==> config.mk <==
export PLATFORM = sky130hd
export DESIGN_NAME = mc_ctrl
export DESIGN_NICKNAME = d
export VERILOG_FILES = /design/src/rtl/mc_pkg.sv /design/src/rtl/mc_timeout.sv /design/src/rtl/mc_ctrl.sv
export SDC_FILE = /design/constraint.sdc
export NUM_CORES = 1
export LEC_CHECK = 0
export ABC_CLOCK_PERIOD_IN_PS = 1670
export CORE_MARGIN = 2
export CORE_UTILIZATION = 40
export DETAILED_ROUTE_END_ITERATION = 8
export GPL_TIMING_DRIVEN = 1
export PLACE_DENSITY = 0.75
export SLEW_MARGIN = 20
export SYNTH_ARGS = -nofsm -noshare
export SYNTH_HDL_FRONTEND = slang
export SYNTH_SLANG_ARGS = --single-unit
==> constraint.sdc <==
create_clock -name clk -period 1.67 [get_ports clk]
set_input_delay 0.167 -clock clk [delete_from_list [all_inputs] [get_ports clk]]
set_output_delay 0.167 -clock clk [all_outputs]
set_load 0.05 [all_outputs]
==> src/rtl/mc_pkg.sv <==
// Shared definitions for the miniRV multi-cycle sequencer:
// state encodings, opcode constants and the legal-opcode check.
package mc_pkg;

  typedef enum logic [2:0] {
    S_FETCH  = 3'd0,
    S_DECODE = 3'd1,
    S_EXEC   = 3'd2,
    S_MEM    = 3'd3,
    S_WB     = 3'd4,
    S_ERR    = 3'd5
  } state_t;

  localparam logic [6:0] OP_LUI    = 7'b0110111;
  localparam logic [6:0] OP_AUIPC  = 7'b0010111;
  localparam logic [6:0] OP_JAL    = 7'b1101111;
  localparam logic [6:0] OP_JALR   = 7'b1100111;
  localparam logic [6:0] OP_BRANCH = 7'b1100011;
  localparam logic [6:0] OP_LOAD   = 7'b0000011;
  localparam logic [6:0] OP_STORE  = 7'b0100011;
  localparam logic [6:0] OP_IMM    = 7'b0010011;
  localparam logic [6:0] OP_REG    = 7'b0110011;

  // True for every opcode the datapath implements; anything else traps.
  function automatic logic is_legal_op(input logic [6:0] op);
    logic legal;
    case (op)
      OP_LUI, OP_AUIPC, OP_JAL, OP_JALR, OP_BRANCH,
      OP_LOAD, OP_STORE, OP_IMM, OP_REG: legal = 1'b1;
      default:                           legal = 1'b0;
    endcase
    return legal;
  endfunction

endpackage

==> src/rtl/mc_timeout.sv <==
// Memory-wait watchdog: counts cycles spent waiting on a ready signal and
// flags expiry on the last allowed waiting cycle (count == TO_CYCLES-1).
module mc_timeout #(
  parameter int TO_CYCLES = 16
) (
  input  logic clk,
  input  logic rst,
  input  logic clear,
  input  logic inc,
  output logic expired
);

  localparam int CW = $clog2(TO_CYCLES);
  localparam logic [CW-1:0] LIMIT = CW'(TO_CYCLES - 1);

  logic [CW-1:0] cnt_reg;

  // Wait counter: cleared on reset or on entry to a waiting state, saturates at the limit.
  always_ff @(posedge clk) begin
    if (rst || clear) begin
      cnt_reg <= '0;
    end else if (inc && (cnt_reg != LIMIT)) begin
      cnt_reg <= cnt_reg + 1'b1;
    end
  end

  // Expired only when still waiting on the limit cycle, so a late ready wins.
  assign expired = inc && (cnt_reg == LIMIT);

endmodule

==> src/rtl/mc_ctrl.sv <==
// Multi-cycle sequencer for the miniRV datapath (FETCH/DECODE/EXEC/MEM/WB/ERR).
// Optional performance counters are enabled by defining MC_PERF_CNT_EN.
module mc_ctrl
  import mc_pkg::*;
#(
  parameter int TO_CYCLES = 16,
  parameter int CNT_W     = 32
) (
  input  logic             clk,
  input  logic             rst,
  input  logic [6:0]       opcode,
  input  logic             dec_rf_wen,
  input  logic             dec_dram_wen,
  input  logic             imem_ready,
  input  logic             dram_ready,
  output logic             imem_req,
  output logic             ir_wen,
  output logic             pc_wen,
  output logic             rf_wen,
  output logic             dram_req,
  output logic             dram_wen,
  output logic             instr_done,
  output logic             err,
  output logic [2:0]       state
`ifdef MC_PERF_CNT_EN
  ,
  output logic [CNT_W-1:0] cycle_cnt,
  output logic [CNT_W-1:0] instret_cnt
`endif
);

  logic [2:0] state_reg;
  logic [2:0] state_next;
  logic       to_clear;
  logic       to_inc;
  logic       to_expired;
  logic       is_mem_op;
  logic       is_store;

  assign is_mem_op = (opcode == OP_LOAD) || (opcode == OP_STORE);
  assign is_store  = (opcode == OP_STORE);

  // The watchdog only counts while FETCH or MEM is stalled on its ready.
  assign to_inc   = ((state_reg == S_FETCH) && !imem_ready) ||
                    ((state_reg == S_MEM)   && !dram_ready);
  assign to_clear = (state_next != state_reg) &&
                    ((state_next == S_FETCH) || (state_next == S_MEM));

  mc_timeout #(
    .TO_CYCLES(TO_CYCLES)
  ) u_timeout (
    .clk    (clk),
    .rst    (rst),
    .clear  (to_clear),
    .inc    (to_inc),
    .expired(to_expired)
  );

  // State register; reset always restarts at FETCH.
  always_ff @(posedge clk) begin
    if (rst) begin
      state_reg <= S_FETCH;
    end else begin
      state_reg <= state_next;
    end
  end

  // Next-state logic; unused encodings fall into ERR.
  always_comb begin
    state_next = state_reg;
    case (state_reg)
      S_FETCH: begin
        if (imem_ready)      state_next = S_DECODE;
        else if (to_expired) state_next = S_ERR;
      end
      S_DECODE: state_next = is_legal_op(opcode) ? S_EXEC : S_ERR;
      S_EXEC: begin
        if (is_mem_op)       state_next = S_MEM;
        else if (dec_rf_wen) state_next = S_WB;
        else                 state_next = S_FETCH;
      end
      S_MEM: begin
        if (dram_ready)      state_next = is_store ? S_FETCH : S_WB;
        else if (to_expired) state_next = S_ERR;
      end
      S_WB:    state_next = S_FETCH;
      S_ERR:   state_next = S_ERR;
      default: state_next = S_ERR;
    endcase
  end

  // Output decode from state and ready inputs; everything held at 0 during reset.
  always_comb begin
    imem_req   = 1'b0;
    ir_wen     = 1'b0;
    pc_wen     = 1'b0;
    rf_wen     = 1'b0;
    dram_req   = 1'b0;
    dram_wen   = 1'b0;
    instr_done = 1'b0;
    err        = 1'b0;
    state      = 3'd0;
    if (!rst) begin
      state = state_reg;
      case (state_reg)
        S_FETCH: begin
          imem_req = 1'b1;
          ir_wen   = imem_ready;
        end
        S_EXEC: begin
          if (!is_mem_op && !dec_rf_wen) begin
            pc_wen     = 1'b1;
            instr_done = 1'b1;
          end
        end
        S_MEM: begin
          dram_req = 1'b1;
          dram_wen = dec_dram_wen;
          if (dram_ready && is_store) begin
            pc_wen     = 1'b1;
            instr_done = 1'b1;
          end
        end
        S_WB: begin
          rf_wen     = dec_rf_wen;
          pc_wen     = 1'b1;
          instr_done = 1'b1;
        end
        S_DECODE: ;
        default: err = 1'b1;
      endcase
    end
  end

`ifdef MC_PERF_CNT_EN
  // Cycle and retired-instruction counters, wrapping naturally at 2^CNT_W.
  always_ff @(posedge clk) begin
    if (rst) begin
      cycle_cnt   <= '0;
      instret_cnt <= '0;
    end else begin
      cycle_cnt <= cycle_cnt + 1'b1;
      if (instr_done) instret_cnt <= instret_cnt + 1'b1;
    end
  end
`endif

endmodule

==> results of run 1 <==
-- stage by stage --
stage | cell area [sq um] | TNS (ns) | cells | util (%) | setup slack [ns]
CTS | 1290 | -0.0132 | 144 | 76.4 | -0.00678
global route | 1400 | -0.199 | 148 | 82.8 | -0.0450
finish | 1400 | -0.00174 | 148 | 82.8 | -0.00117
floorplan | 795 | -0.179 | 85 | - | -0.106
global placement | 1260 | -2.79 | 138 | 74.4 | -0.360
detailed placement | 1260 | -3.03 | 138 | 74.4 | -0.387
-- placed cells by master (no fill, tap or decap), types with 3 or more instances in the layout --
cell type | netlist | routed
sky130_fd_sc_hd__buf_4 | 1 | 19
sky130_fd_sc_hd__buf_12 | 0 | 12
sky130_fd_sc_hd__nand2_1 | 6 | 6
sky130_fd_sc_hd__a21oi_1 | 8 | 6
sky130_fd_sc_hd__nor2_1 | 5 | 4
sky130_fd_sc_hd__nor3_1 | 5 | 4
sky130_fd_sc_hd__clkdlybuf4s50_1 | 0 | 4
sky130_fd_sc_hd__buf_6 | 0 | 4
sky130_fd_sc_hd__and2_4 | 1 | 3
sky130_fd_sc_hd__clkbuf_4 | 0 | 3
sky130_fd_sc_hd__dfxtp_4 | 0 | 3
-- report_power, final --
| part | internal (mW) | switching, mW | leakage, nW | total (mW) |
|---|---|---|---|---|
| combinational | 0.199 | 0.204 | 0.490 | 0.403 |
| sequential | 0.185 | 0.0205 | 0.0600 | 0.206 |
| clock | 0.0912 | 0.0633 | 0.0150 | 0.155 |
| total | 0.476 | 0.287 | 0.565 | 0.763 |
-- critical path, cell delays in order --
cell                      delay (ns)
sky130_fd_sc_hd__buf_6          0.09
sky130_fd_sc_hd__or4_4          0.58
sky130_fd_sc_hd__o21ai_2        0.15
sky130_fd_sc_hd__a21oi_2        0.07
sky130_fd_sc_hd__a41oi_2        0.21
sky130_fd_sc_hd__nor2_4         0.09
sky130_fd_sc_hd__buf_12         0.15
-- routing by layer --
| metal | share of wire, % | wire, microns | vias up | GRT usage (%) |
|---|---|---|---|---|
| met2 | 53 | 1290 | 39 | 39.7 |
| met4 | 2.0 | 48 | 0 | 2.29 |
| met5 | 0 | 0 | - | 0 |
| li1 | - | - | 421 | - |
| met1 | 41 | 997 | 429 | 25.8 |
| met3 | 4.8 | 119 | 6 | 6.75 |
-- cell type report --
type / count / area [sq um]
clock buffer: 4 / 26.3
timing repair buffer: 47 / 531
fill: 99 / 290
multi-input combinational: 72 / 663
inverter: 1 / 3.75
tap: 17 / 21.3
sequential: 7 / 154
-- final timing paths --
path                            slack, ns                    to            startpoint  cells past startpoint
worst max register to register       0.05  u_timeout.cnt_reg[2]          state_reg[1]                      6
worst max-delay path               -0.001            instr_done             opcode[2]                      7
worst min register to register       0.58  u_timeout.cnt_reg[1]  u_timeout.cnt_reg[1]                      2
worst min-delay path                 0.56          state_reg[2]            dram_ready                      4
-- cells by family (layout without fill, tap and decap cells) --
family	Yosys count	after routing	share of synthesized area [%]
AND/OR/NAND/NOR	41	41	38.3
flip-flops	7	7	19.9
AO/OA/AOI/OAI	27	27	32.3
multiplexers	1	1	1.42
buffers and inverters	6	52	3.90
XOR/XNOR	2	2	2.48
adder cells (fa/ha/maj)	1	1	1.77
-- timing repair --
action | CTS | global route
setup endpoints to repair | 11 | 10
gates resized for setup | 23 | 19
setup buffers | 2 | 5
cloned | 0 | 0
pin swaps | 5 | 14
==> impl_metrics.xml, run 1 <==
<?xml version="1.0" encoding="UTF-8"?>
<metrics>
  <group name="floorplanning">
    <metric name="dieWidth" unit="microns">46</metric>
    <metric name="starting_density" unit="%">41.8</metric>
    <metric name="core-area" unit="sq um">1690</metric>
    <metric name="floorplan.io_pins" unit="">24</metric>
    <metric name="total_die_area" unit="sq um">2120</metric>
    <metric name="die_y_extent" unit="microns">46</metric>
    <metric name="placementRows" unit="">15</metric>
  </group>
  <group name="timing">
    <metric name="setup_viol_count_final" unit="">2</metric>
    <metric name="timing.hold.ws" unit="ns">0.557</metric>
    <metric name="layout_worst_path_cycle_share" unit="%">100</metric>
    <metric name="worst_clock_skew" unit="ns">0.00565</metric>
    <metric name="final_period_demand_of_the_worst_path" unit="ns">1.67</metric>
    <metric name="timing_max_transition_violations_final" unit="">0</metric>
    <metric name="worst_slew_margin_rel" unit="%">75.8</metric>
    <metric name="rsz_0062_raised_after_global_routing" unit="">yes</metric>
    <metric name="max_freq" unit="MHz">598</metric>
    <metric name="actual_slew_at_the_worst_max_slew_pin" unit="ns">0.360</metric>
    <metric name="layout_setup_ws" unit="ns">-0.00117</metric>
    <metric name="timing_hold_violations_final" unit="">0</metric>
  </group>
  <group name="yosys">
    <metric name="netlist_area" unit="sq um">706</metric>
    <metric name="syn-mean-instance-area" unit="sq um">8.30</metric>
    <metric name="synth_most_common_cell" unit="">sky130_fd_sc_hd__a21oi_1</metric>
    <metric name="synthCells" unit="">85</metric>
    <metric name="synth-async-reset-ratio" unit="%">0</metric>
    <metric name="synthTopCellsByCount" unit="">sky130_fd_sc_hd__a21oi_1 (8), sky130_fd_sc_hd__dfxtp_1 (7), sky130_fd_sc_hd__nand2_1 (6)</metric>
    <metric name="netlist-cell-type-count" unit="">46</metric>
    <metric name="synth_seq_area_share" unit="%">19.9</metric>
    <metric name="yosysTopAreaCell" unit="">sky130_fd_sc_hd__dfxtp_1</metric>
    <metric name="synthTopCellsByArea" unit="">sky130_fd_sc_hd__dfxtp_1 (20%), sky130_fd_sc_hd__a21oi_1 (5.7%), sky130_fd_sc_hd__nor2b_1 (3.5%)</metric>
    <metric name="synth-edff-count" unit="">0</metric>
    <metric name="synth_seq_cells" unit="">7</metric>
    <metric name="share_of_the_synthesized_area_in_the_top_cell_type" unit="%">19.9</metric>
    <metric name="yosys_warnings" unit="">0</metric>
    <metric name="synth_fp_nets" unit="">99</metric>
    <metric name="synth_ff_type" unit="">sky130_fd_sc_hd__dfxtp_1</metric>
  </group>
  <group name="global_routing">
    <metric name="grt_pass1_vias" unit="">811</metric>
    <metric name="grt_first_pass_wirelength" unit="microns">3430</metric>
    <metric name="globalRouteTotalUtil" unit="%">21.9</metric>
    <metric name="grt_max_degree" unit="">15</metric>
    <metric name="grt_antenna_before_repair" unit="">0</metric>
    <metric name="globalRouteOverflowTotal" unit="">0</metric>
  </group>
  <group name="final_layout">
    <metric name="largest_register_ffs" unit="">4</metric>
    <metric name="n_antenna_cell" unit="">0</metric>
    <metric name="share_of_post_route_cells_with_drive_strength_above_1" unit="%">58.0</metric>
    <metric name="area_delta_synth_final" unit="%">98.2</metric>
    <metric name="nets" unit="">146</metric>
  </group>
  <group name="route">
    <metric name="routed_wire_length_per_instance" unit="microns">16.6</metric>
    <metric name="detailroute.via_count" unit="">895</metric>
    <metric name="viasPerCell" unit="">6.05</metric>
    <metric name="drt_iter0_markers" unit="">7</metric>
    <metric name="route.detailed.drc" unit="">0</metric>
    <metric name="antenna_violating_nets_post_route" unit="">0</metric>
    <metric name="postRouteWirelength" unit="microns">2460</metric>
    <metric name="drtPass1Iterations" unit="">4</metric>
  </group>
  <group name="clock_tree">
    <metric name="cts-htree-levels" unit="">1</metric>
    <metric name="ctsRootBufferMaster" unit="">sky130_fd_sc_hd__clkbuf_4</metric>
    <metric name="hold_buffers" unit="">0</metric>
    <metric name="clock_latency" unit="ns">0.25</metric>
    <metric name="clock_sink_count" unit="">7</metric>
    <metric name="clock_tree.buffer_depth" unit="">2</metric>
    <metric name="tritoncts" unit="">built</metric>
    <metric name="clkSlewWorstSetupHoldPaths" unit="ns">0.05</metric>
    <metric name="cts_inserted_buffers" unit="">3</metric>
  </group>
  <group name="run">
    <metric name="maxCapViolations" unit="">0</metric>
  </group>
  <group name="status">
    <metric name="violations" unit="">negative setup slack</metric>
    <metric name="outcome" unit="">finished with violations</metric>
  </group>
  <group name="power_and_ir_drop">
    <metric name="vdd.ir_drop.worst" unit="V">0.000866</metric>
    <metric name="p_per_area" unit="nW/um^2">545</metric>
    <metric name="p_leak" unit="nW">0.565</metric>
    <metric name="total_power" unit="mW">0.763</metric>
  </group>
  <group name="setup_path">
    <metric name="cp.arrival" unit="ns">1.50</metric>
    <metric name="worst-setup-path-type" unit="">input port to primary output</metric>
    <metric name="worst_setup_path_end_kind" unit="">primary output</metric>
    <metric name="worst_ep_required_time" unit="ns">1.50</metric>
    <metric name="critPathLaunchType" unit="">input port</metric>
    <metric name="timing.critical_path.fanout_max" unit="">3</metric>
  </group>
  <group name="place">
    <metric name="port_buffers" unit="">23</metric>
    <metric name="dp.final_hpwl" unit="microns">1630</metric>
    <metric name="routabilityCongestion" unit="">0.902</metric>
  </group>
  <group name="min_path">
    <metric name="hp-class" unit="">input port to flop</metric>
  </group>
</metrics>
Note: power is estimated with default switching activity, not from simulation.
==> inputs of run 2 (changes only) <==
--- a/config.mk
+++ b/config.mk
@@ -15,3 +15,4 @@
 export SYNTH_ARGS = -nofsm -noshare
 export SYNTH_HDL_FRONTEND = slang
 export SYNTH_SLANG_ARGS = --single-unit
+export TNS_END_PERCENT = 50
==> run 2 against run 1 <==
  * The run still ends with negative setup slack left
  * Sequential power is 2% higher
  * Critical endpoint unchanged
  * Sequential share of layout area hardly changed
  * Fmax is 1.5% lower
  * Final cell count unchanged
  * Critical path type unchanged
  * Clock power barely moved
  * Wire length grew 6.9%
  * Clock skew up 0.0048 ns
  * Count of clock-buffer cells in the layout stayed put
  * Die area stayed put
==> impl_metrics.xml, run 2 (synthesized netlist as in run 1, its figures left out) <==
<?xml version="1.0" encoding="UTF-8"?>
<metrics>
  <group name="route">
    <metric name="drtPass1Iterations" unit="">4</metric>
    <metric name="drt_iter0_markers" unit="">18</metric>
    <metric name="routed_wire_length_per_instance" unit="microns">17.7</metric>
    <metric name="route.detailed.drc" unit="">0</metric>
    <metric name="detailroute.via_count" unit="">907</metric>
    <metric name="postRouteWirelength" unit="microns">2630</metric>
    <metric name="viasPerCell" unit="">6.13</metric>
    <metric name="antenna_violating_nets_post_route" unit="">0</metric>
  </group>
  <group name="final_layout">
    <metric name="area_delta_synth_final" unit="%">98.6</metric>
    <metric name="layout.cells.most_common_list" unit="">sky130_fd_sc_hd__buf_4 (21), sky130_fd_sc_hd__buf_12 (13), sky130_fd_sc_hd__nand2_1 (6), sky130_fd_sc_hd__a21oi_1 (6), sky130_fd_sc_hd__clkdlybuf4s50_1 (5)</metric>
    <metric name="nets" unit="">146</metric>
    <metric name="share_of_post_route_cells_with_drive_strength_above_1" unit="%">57.3</metric>
    <metric name="n_antenna_cell" unit="">0</metric>
    <metric name="largest_register_ffs" unit="">4</metric>
    <metric name="most_common_cell_after_layout_fill_and_taps_aside" unit="">sky130_fd_sc_hd__buf_4</metric>
    <metric name="final.fill_count" unit="">91</metric>
    <metric name="finalCoreUtilization" unit="%">83.0</metric>
    <metric name="number_of_cells_in_the_finished_layout_apart_from_fillers" unit="">148</metric>
  </group>
  <group name="floorplanning">
    <metric name="total_die_area" unit="sq um">2120</metric>
    <metric name="die_y_extent" unit="microns">46</metric>
    <metric name="dieWidth" unit="microns">46</metric>
    <metric name="placementRows" unit="">15</metric>
    <metric name="starting_density" unit="%">41.8</metric>
    <metric name="floorplan.io_pins" unit="">24</metric>
    <metric name="core-area" unit="sq um">1690</metric>
  </group>
  <group name="timing">
    <metric name="timing_max_transition_violations_final" unit="">0</metric>
    <metric name="timing_hold_violations_final" unit="">0</metric>
    <metric name="totalNegativeSetupSlack" unit="ns">-0.0704</metric>
    <metric name="actual_slew_at_the_worst_max_slew_pin" unit="ns">0.375</metric>
    <metric name="worst_clock_skew" unit="ns">0.0104</metric>
    <metric name="final_period_demand_of_the_worst_path" unit="ns">1.70</metric>
    <metric name="rsz_0062_raised_after_global_routing" unit="">yes</metric>
    <metric name="layout_worst_path_cycle_share" unit="%">102</metric>
    <metric name="setup_viol_count_final" unit="">4</metric>
    <metric name="worst_slew_margin_rel" unit="%">74.8</metric>
    <metric name="layout_setup_ws" unit="ns">-0.0266</metric>
    <metric name="max_freq" unit="MHz">589</metric>
  </group>
  <group name="clock_tree">
    <metric name="clkSlewWorstSetupHoldPaths" unit="ns">0.05</metric>
    <metric name="ctsRootBufferMaster" unit="">sky130_fd_sc_hd__clkbuf_4</metric>
    <metric name="clock_latency" unit="ns">0.26</metric>
    <metric name="cts_inserted_buffers" unit="">3</metric>
    <metric name="clock_tree.buffer_depth" unit="">2</metric>
    <metric name="clock_sink_count" unit="">7</metric>
    <metric name="cts-htree-levels" unit="">1</metric>
    <metric name="tritoncts" unit="">built</metric>
  </group>
  <group name="global_routing">
    <metric name="grt_antenna_before_repair" unit="">0</metric>
    <metric name="grt_first_pass_wirelength" unit="microns">3680</metric>
    <metric name="globalRouteOverflowTotal" unit="">0</metric>
    <metric name="grt_max_degree" unit="">15</metric>
    <metric name="grt_pass1_vias" unit="">857</metric>
    <metric name="globalRouteTotalUtil" unit="%">23.7</metric>
  </group>
  <group name="setup_path">
    <metric name="r2r_slack" unit="ns">-0.02</metric>
    <metric name="cp.arrival" unit="ns">1.53</metric>
    <metric name="critPathLaunchType" unit="">input port</metric>
    <metric name="worst-setup-path-type" unit="">input port to primary output</metric>
    <metric name="worst_setup_path_end_kind" unit="">primary output</metric>
    <metric name="worst_ep_required_time" unit="ns">1.50</metric>
    <metric name="timing.critical_path.fanout_max" unit="">3</metric>
  </group>
  <group name="min_path">
    <metric name="hp-class" unit="">flop to flop</metric>
  </group>
  <group name="power_and_ir_drop">
    <metric name="p_leak" unit="nW">0.570</metric>
    <metric name="vdd.ir_drop.worst" unit="V">0.000596</metric>
    <metric name="total_power" unit="mW">0.763</metric>
    <metric name="p_per_area" unit="nW/um^2">544</metric>
  </group>
  <group name="status">
    <metric name="outcome" unit="">finished with violations</metric>
    <metric name="violations" unit="">negative setup slack</metric>
  </group>
  <group name="place">
    <metric name="placed_cells" unit="">137</metric>
    <metric name="dp.final_hpwl" unit="microns">1620</metric>
    <metric name="routabilityCongestion" unit="">0.931</metric>
    <metric name="port_buffers" unit="">23</metric>
  </group>
  <group name="run">
    <metric name="maxCapViolations" unit="">0</metric>
  </group>
</metrics>
==> run 2: per-layer routing <==
metal	track usage, %	wire, microns	up-vias
met2	40.0	1390	49
li1	-	-	417
met1	29.0	965	430
met5	0	0	-
met4	7.43	68	0
met3	6.35	199	11
==> run 2: repair_timing <==
action,in CTS,in global routing
buffers inserted,4,4
pin swaps,5,9
hold endpoints to repair,0,0
gates resized for setup,20,20
hold buffers,0,0
cloned,0,0
endpoints found under the setup margin,9,10
==> run 2: critical path: stages <==
cell	delay, ns
sky130_fd_sc_hd__buf_6	0.09
sky130_fd_sc_hd__or4_4	0.58
sky130_fd_sc_hd__buf_12	0.16
sky130_fd_sc_hd__nor2_8	0.07
sky130_fd_sc_hd__a41oi_2	0.12
sky130_fd_sc_hd__nor2_4	0.18
sky130_fd_sc_hd__buf_12	0.16
==> run 2: worst paths after layout <==
kind,start,to,cells past startpoint
worst max-delay path,opcode[3],instr_done,7
worst min-delay path,u_timeout.cnt_reg[1],u_timeout.cnt_reg[1],2
worst max register to register,state_reg[1],u_timeout.cnt_reg[2],6
worst min register to register,u_timeout.cnt_reg[1],u_timeout.cnt_reg[1],2
==> run 2: area by class of cell <==
class	count	area (sq um)	share of cell area, %
multi-input cells	72	657	46.9
inverters	1	3.75	0.268
well taps	17	21.3	1.52
flip-flops and latches	7	154	11.0
repair buffers	47	539	38.5
clock buffers	4	26.3	1.88
==> run 2: power by group <==
| part | leakage (nW) | internal [mW] | total (mW) | switching [mW] |
|---|---|---|---|---|
| clock network | 0.0150 | 0.0913 | 0.157 | 0.0653 |
| registers | 0.0600 | 0.187 | 0.210 | 0.0233 |
| logic | 0.495 | 0.199 | 0.396 | 0.197 |
==> run 2: through the flow <==
stage	instance area, sq um	worst slack [ns]	hold WS [ns]
floorplan	793	-0.106	0.395
global placement	1250	-0.360	0.525
detailed placement	1250	-0.402	0.549
CTS	1300	-0.0143	0.556
global route	1400	-0.107	0.593
finish	1400	-0.0266	0.556
==> inputs of run 3 (changes only) <==
--- a/config.mk
+++ b/config.mk
@@ -7,10 +7,11 @@
 export LEC_CHECK = 0
 export ABC_CLOCK_PERIOD_IN_PS = 1670
 export CORE_MARGIN = 2
-export CORE_UTILIZATION = 40
+export CORE_UTILIZATION = 45
 export DETAILED_ROUTE_END_ITERATION = 8
+export DONT_BUFFER_PORTS = 1
 export GPL_TIMING_DRIVEN = 1
-export PLACE_DENSITY = 0.75
+export SKIP_CTS_REPAIR_TIMING = 1
 export SLEW_MARGIN = 20
 export SYNTH_ARGS = -nofsm -noshare
 export SYNTH_HDL_FRONTEND = slang
==> run 3 against run 2 <==
  * The run now ends clean
  * Design area decreased by 28%
  * Via count decreased by 21%
  * Global-route usage decreased by 4.9 points
  * Final cell count decreased by 20%
  * Highest routed layer is now met3
  * Critical path depth decreased by 1
  * Die area decreased by 10%
==> impl_metrics.xml, run 3 (synthesized netlist as in run 1, its figures left out) <==
<?xml version="1.0" encoding="UTF-8"?>
<metrics>
  <group name="route">
    <metric name="antenna_violating_nets_post_route" unit="">0</metric>
    <metric name="postRouteWirelength" unit="microns">1860</metric>
    <metric name="route.detailed.drc" unit="">0</metric>
    <metric name="detailroute.via_count" unit="">712</metric>
    <metric name="routed_wire_length_per_instance" unit="microns">15.6</metric>
    <metric name="drt_iter0_markers" unit="">15</metric>
    <metric name="drtPass1Iterations" unit="">4</metric>
    <metric name="viasPerCell" unit="">5.98</metric>
  </group>
  <group name="clock_tree">
    <metric name="clock_sink_count" unit="">7</metric>
    <metric name="clkSlewWorstSetupHoldPaths" unit="ns">0.05</metric>
    <metric name="tritoncts" unit="">built</metric>
    <metric name="cts_inserted_buffers" unit="">3</metric>
    <metric name="clock_tree.buffer_depth" unit="">2</metric>
    <metric name="cts-htree-levels" unit="">1</metric>
    <metric name="ctsRootBufferMaster" unit="">sky130_fd_sc_hd__clkbuf_4</metric>
    <metric name="clock_latency" unit="ns">0.25</metric>
  </group>
  <group name="floorplanning">
    <metric name="floorplan.io_pins" unit="">24</metric>
    <metric name="dieWidth" unit="microns">43.6</metric>
    <metric name="starting_density" unit="%">47.4</metric>
    <metric name="total_die_area" unit="sq um">1900</metric>
    <metric name="placementRows" unit="">14</metric>
    <metric name="core-area" unit="sq um">1490</metric>
    <metric name="die_y_extent" unit="microns">43.6</metric>
  </group>
  <group name="place">
    <metric name="routabilityCongestion" unit="">0.840</metric>
    <metric name="placed_instance_area" unit="sq um">931</metric>
    <metric name="dp.final_hpwl" unit="microns">1330</metric>
    <metric name="dp_slack" unit="ns">0.0108</metric>
    <metric name="port_buffers" unit="">0</metric>
  </group>
  <group name="setup_path">
    <metric name="worst-setup-path-type" unit="">flop to flop</metric>
    <metric name="worst_setup_path_end_kind" unit="">flop</metric>
    <metric name="timing.critical_path.fanout_max" unit="">4</metric>
    <metric name="cp.arrival" unit="ns">1.73</metric>
    <metric name="worst_ep_required_time" unit="ns">1.78</metric>
    <metric name="critPathLaunchType" unit="">flop</metric>
  </group>
  <group name="timing">
    <metric name="worst_clock_skew" unit="ns">0.000266</metric>
    <metric name="actual_slew_at_the_worst_max_slew_pin" unit="ns">0.397</metric>
    <metric name="worst_slew_margin_rel" unit="%">73.3</metric>
    <metric name="timing_hold_violations_final" unit="">0</metric>
    <metric name="max_freq" unit="MHz">619</metric>
    <metric name="layout_worst_path_cycle_share" unit="%">96.8</metric>
    <metric name="final_period_demand_of_the_worst_path" unit="ns">1.62</metric>
    <metric name="rsz_0062_raised_after_global_routing" unit="">yes</metric>
    <metric name="setup_viol_count_final" unit="">0</metric>
    <metric name="layout_setup_ws" unit="ns">0.0537</metric>
    <metric name="timing_max_transition_violations_final" unit="">0</metric>
  </group>
  <group name="global_routing">
    <metric name="grt_max_degree" unit="">15</metric>
    <metric name="grt_antenna_before_repair" unit="">0</metric>
    <metric name="globalRouteOverflowTotal" unit="">0</metric>
    <metric name="grt_pass1_vias" unit="">623</metric>
    <metric name="grt_first_pass_wirelength" unit="microns">2790</metric>
    <metric name="globalRouteTotalUtil" unit="%">18.9</metric>
  </group>
  <group name="power_and_ir_drop">
    <metric name="total_power" unit="mW">0.634</metric>
    <metric name="vdd.ir_drop.worst" unit="V">0.000492</metric>
    <metric name="p_per_area" unit="nW/um^2">632</metric>
    <metric name="p_leak" unit="nW">0.385</metric>
  </group>
  <group name="final_layout">
    <metric name="largest_register_ffs" unit="">4</metric>
    <metric name="layout.cells.most_common_list" unit="">sky130_fd_sc_hd__buf_4 (13), sky130_fd_sc_hd__a21oi_1 (7), sky130_fd_sc_hd__nand2_1 (6)</metric>
    <metric name="final.fill_count" unit="">128</metric>
    <metric name="nets" unit="">118</metric>
    <metric name="area_delta_synth_final" unit="%">42.2</metric>
    <metric name="share_of_post_route_cells_with_drive_strength_above_1" unit="%">48.5</metric>
    <metric name="most_common_cell_after_layout_fill_and_taps_aside" unit="">sky130_fd_sc_hd__buf_4</metric>
    <metric name="n_antenna_cell" unit="">0</metric>
    <metric name="design_area" unit="sq um">1000</metric>
  </group>
  <group name="run">
    <metric name="maxCapViolations" unit="">0</metric>
  </group>
  <group name="status">
    <metric name="outcome" unit="">completed</metric>
  </group>
  <group name="min_path">
    <metric name="hp-class" unit="">input port to flop</metric>
  </group>
</metrics>
==> run 3: layout make-up <==
class	instances	area [sq um]	share of cell area, %
multi-input cells	72	621	61.8
repair buffers	19	184	18.3
well taps	16	20.0	2.00
inverters	1	3.75	0.374
flip-flops and latches	7	149	14.8
clock buffers	4	26.3	2.62
==> run 3: worst max-delay path, stage by stage, from the launching register on <==
cell and delay (ns):
sky130_fd_sc_hd__dfxtp_1 0.31, sky130_fd_sc_hd__ha_2 0.20, sky130_fd_sc_hd__a31o_2 0.27, sky130_fd_sc_hd__a21oi_2 0.14
sky130_fd_sc_hd__o31ai_1 0.10, sky130_fd_sc_hd__a32oi_2 0.33, sky130_fd_sc_hd__a211oi_2 0.13
==> run 3: metrics by stage <==
step	instances	setup TNS, ns	util, %	hold slack (ns)
2_1_floorplan	85	-0.205	-	0.395
3_3_place_gp	113	0	62.5	0.234
3_5_place_dp	113	0	62.5	0.234
4_1_cts	117	-0.0427	64.3	-0.0335
5_1_grt	119	-0.0443	67.4	0.163
6_report	119	0	67.4	0.155
==> run 3: final timing paths <==
kind,cells after the start,slack (ns),startpoint,to
setup reg to reg,6,0.05,u_timeout.cnt_reg[0],u_timeout.cnt_reg[2]
hold reg to reg,2,0.54,u_timeout.cnt_reg[1],u_timeout.cnt_reg[1]
hold / removal,3,0.16,rst,u_timeout.cnt_reg[0]
setup / recovery,6,0.05,u_timeout.cnt_reg[0],u_timeout.cnt_reg[2]
==> run 3: power by group <==
group / switching, mW / leakage [nW] / internal [mW]
clock network: 0.0612 / 0.0150 / 0.0911
registers: 0.0141 / 0.0589 / 0.183
logic: 0.159 / 0.311 / 0.126
total: 0.234 / 0.385 / 0.400
==> run 3: per-layer routing <==
layer	up-vias	share of wire [%]	track usage, %
met5	-	0	0
met4	0	0	0
met3	0	6.0	5.00
met2	27	49	28.8
met1	328	45	28.3
li1	357	-	-
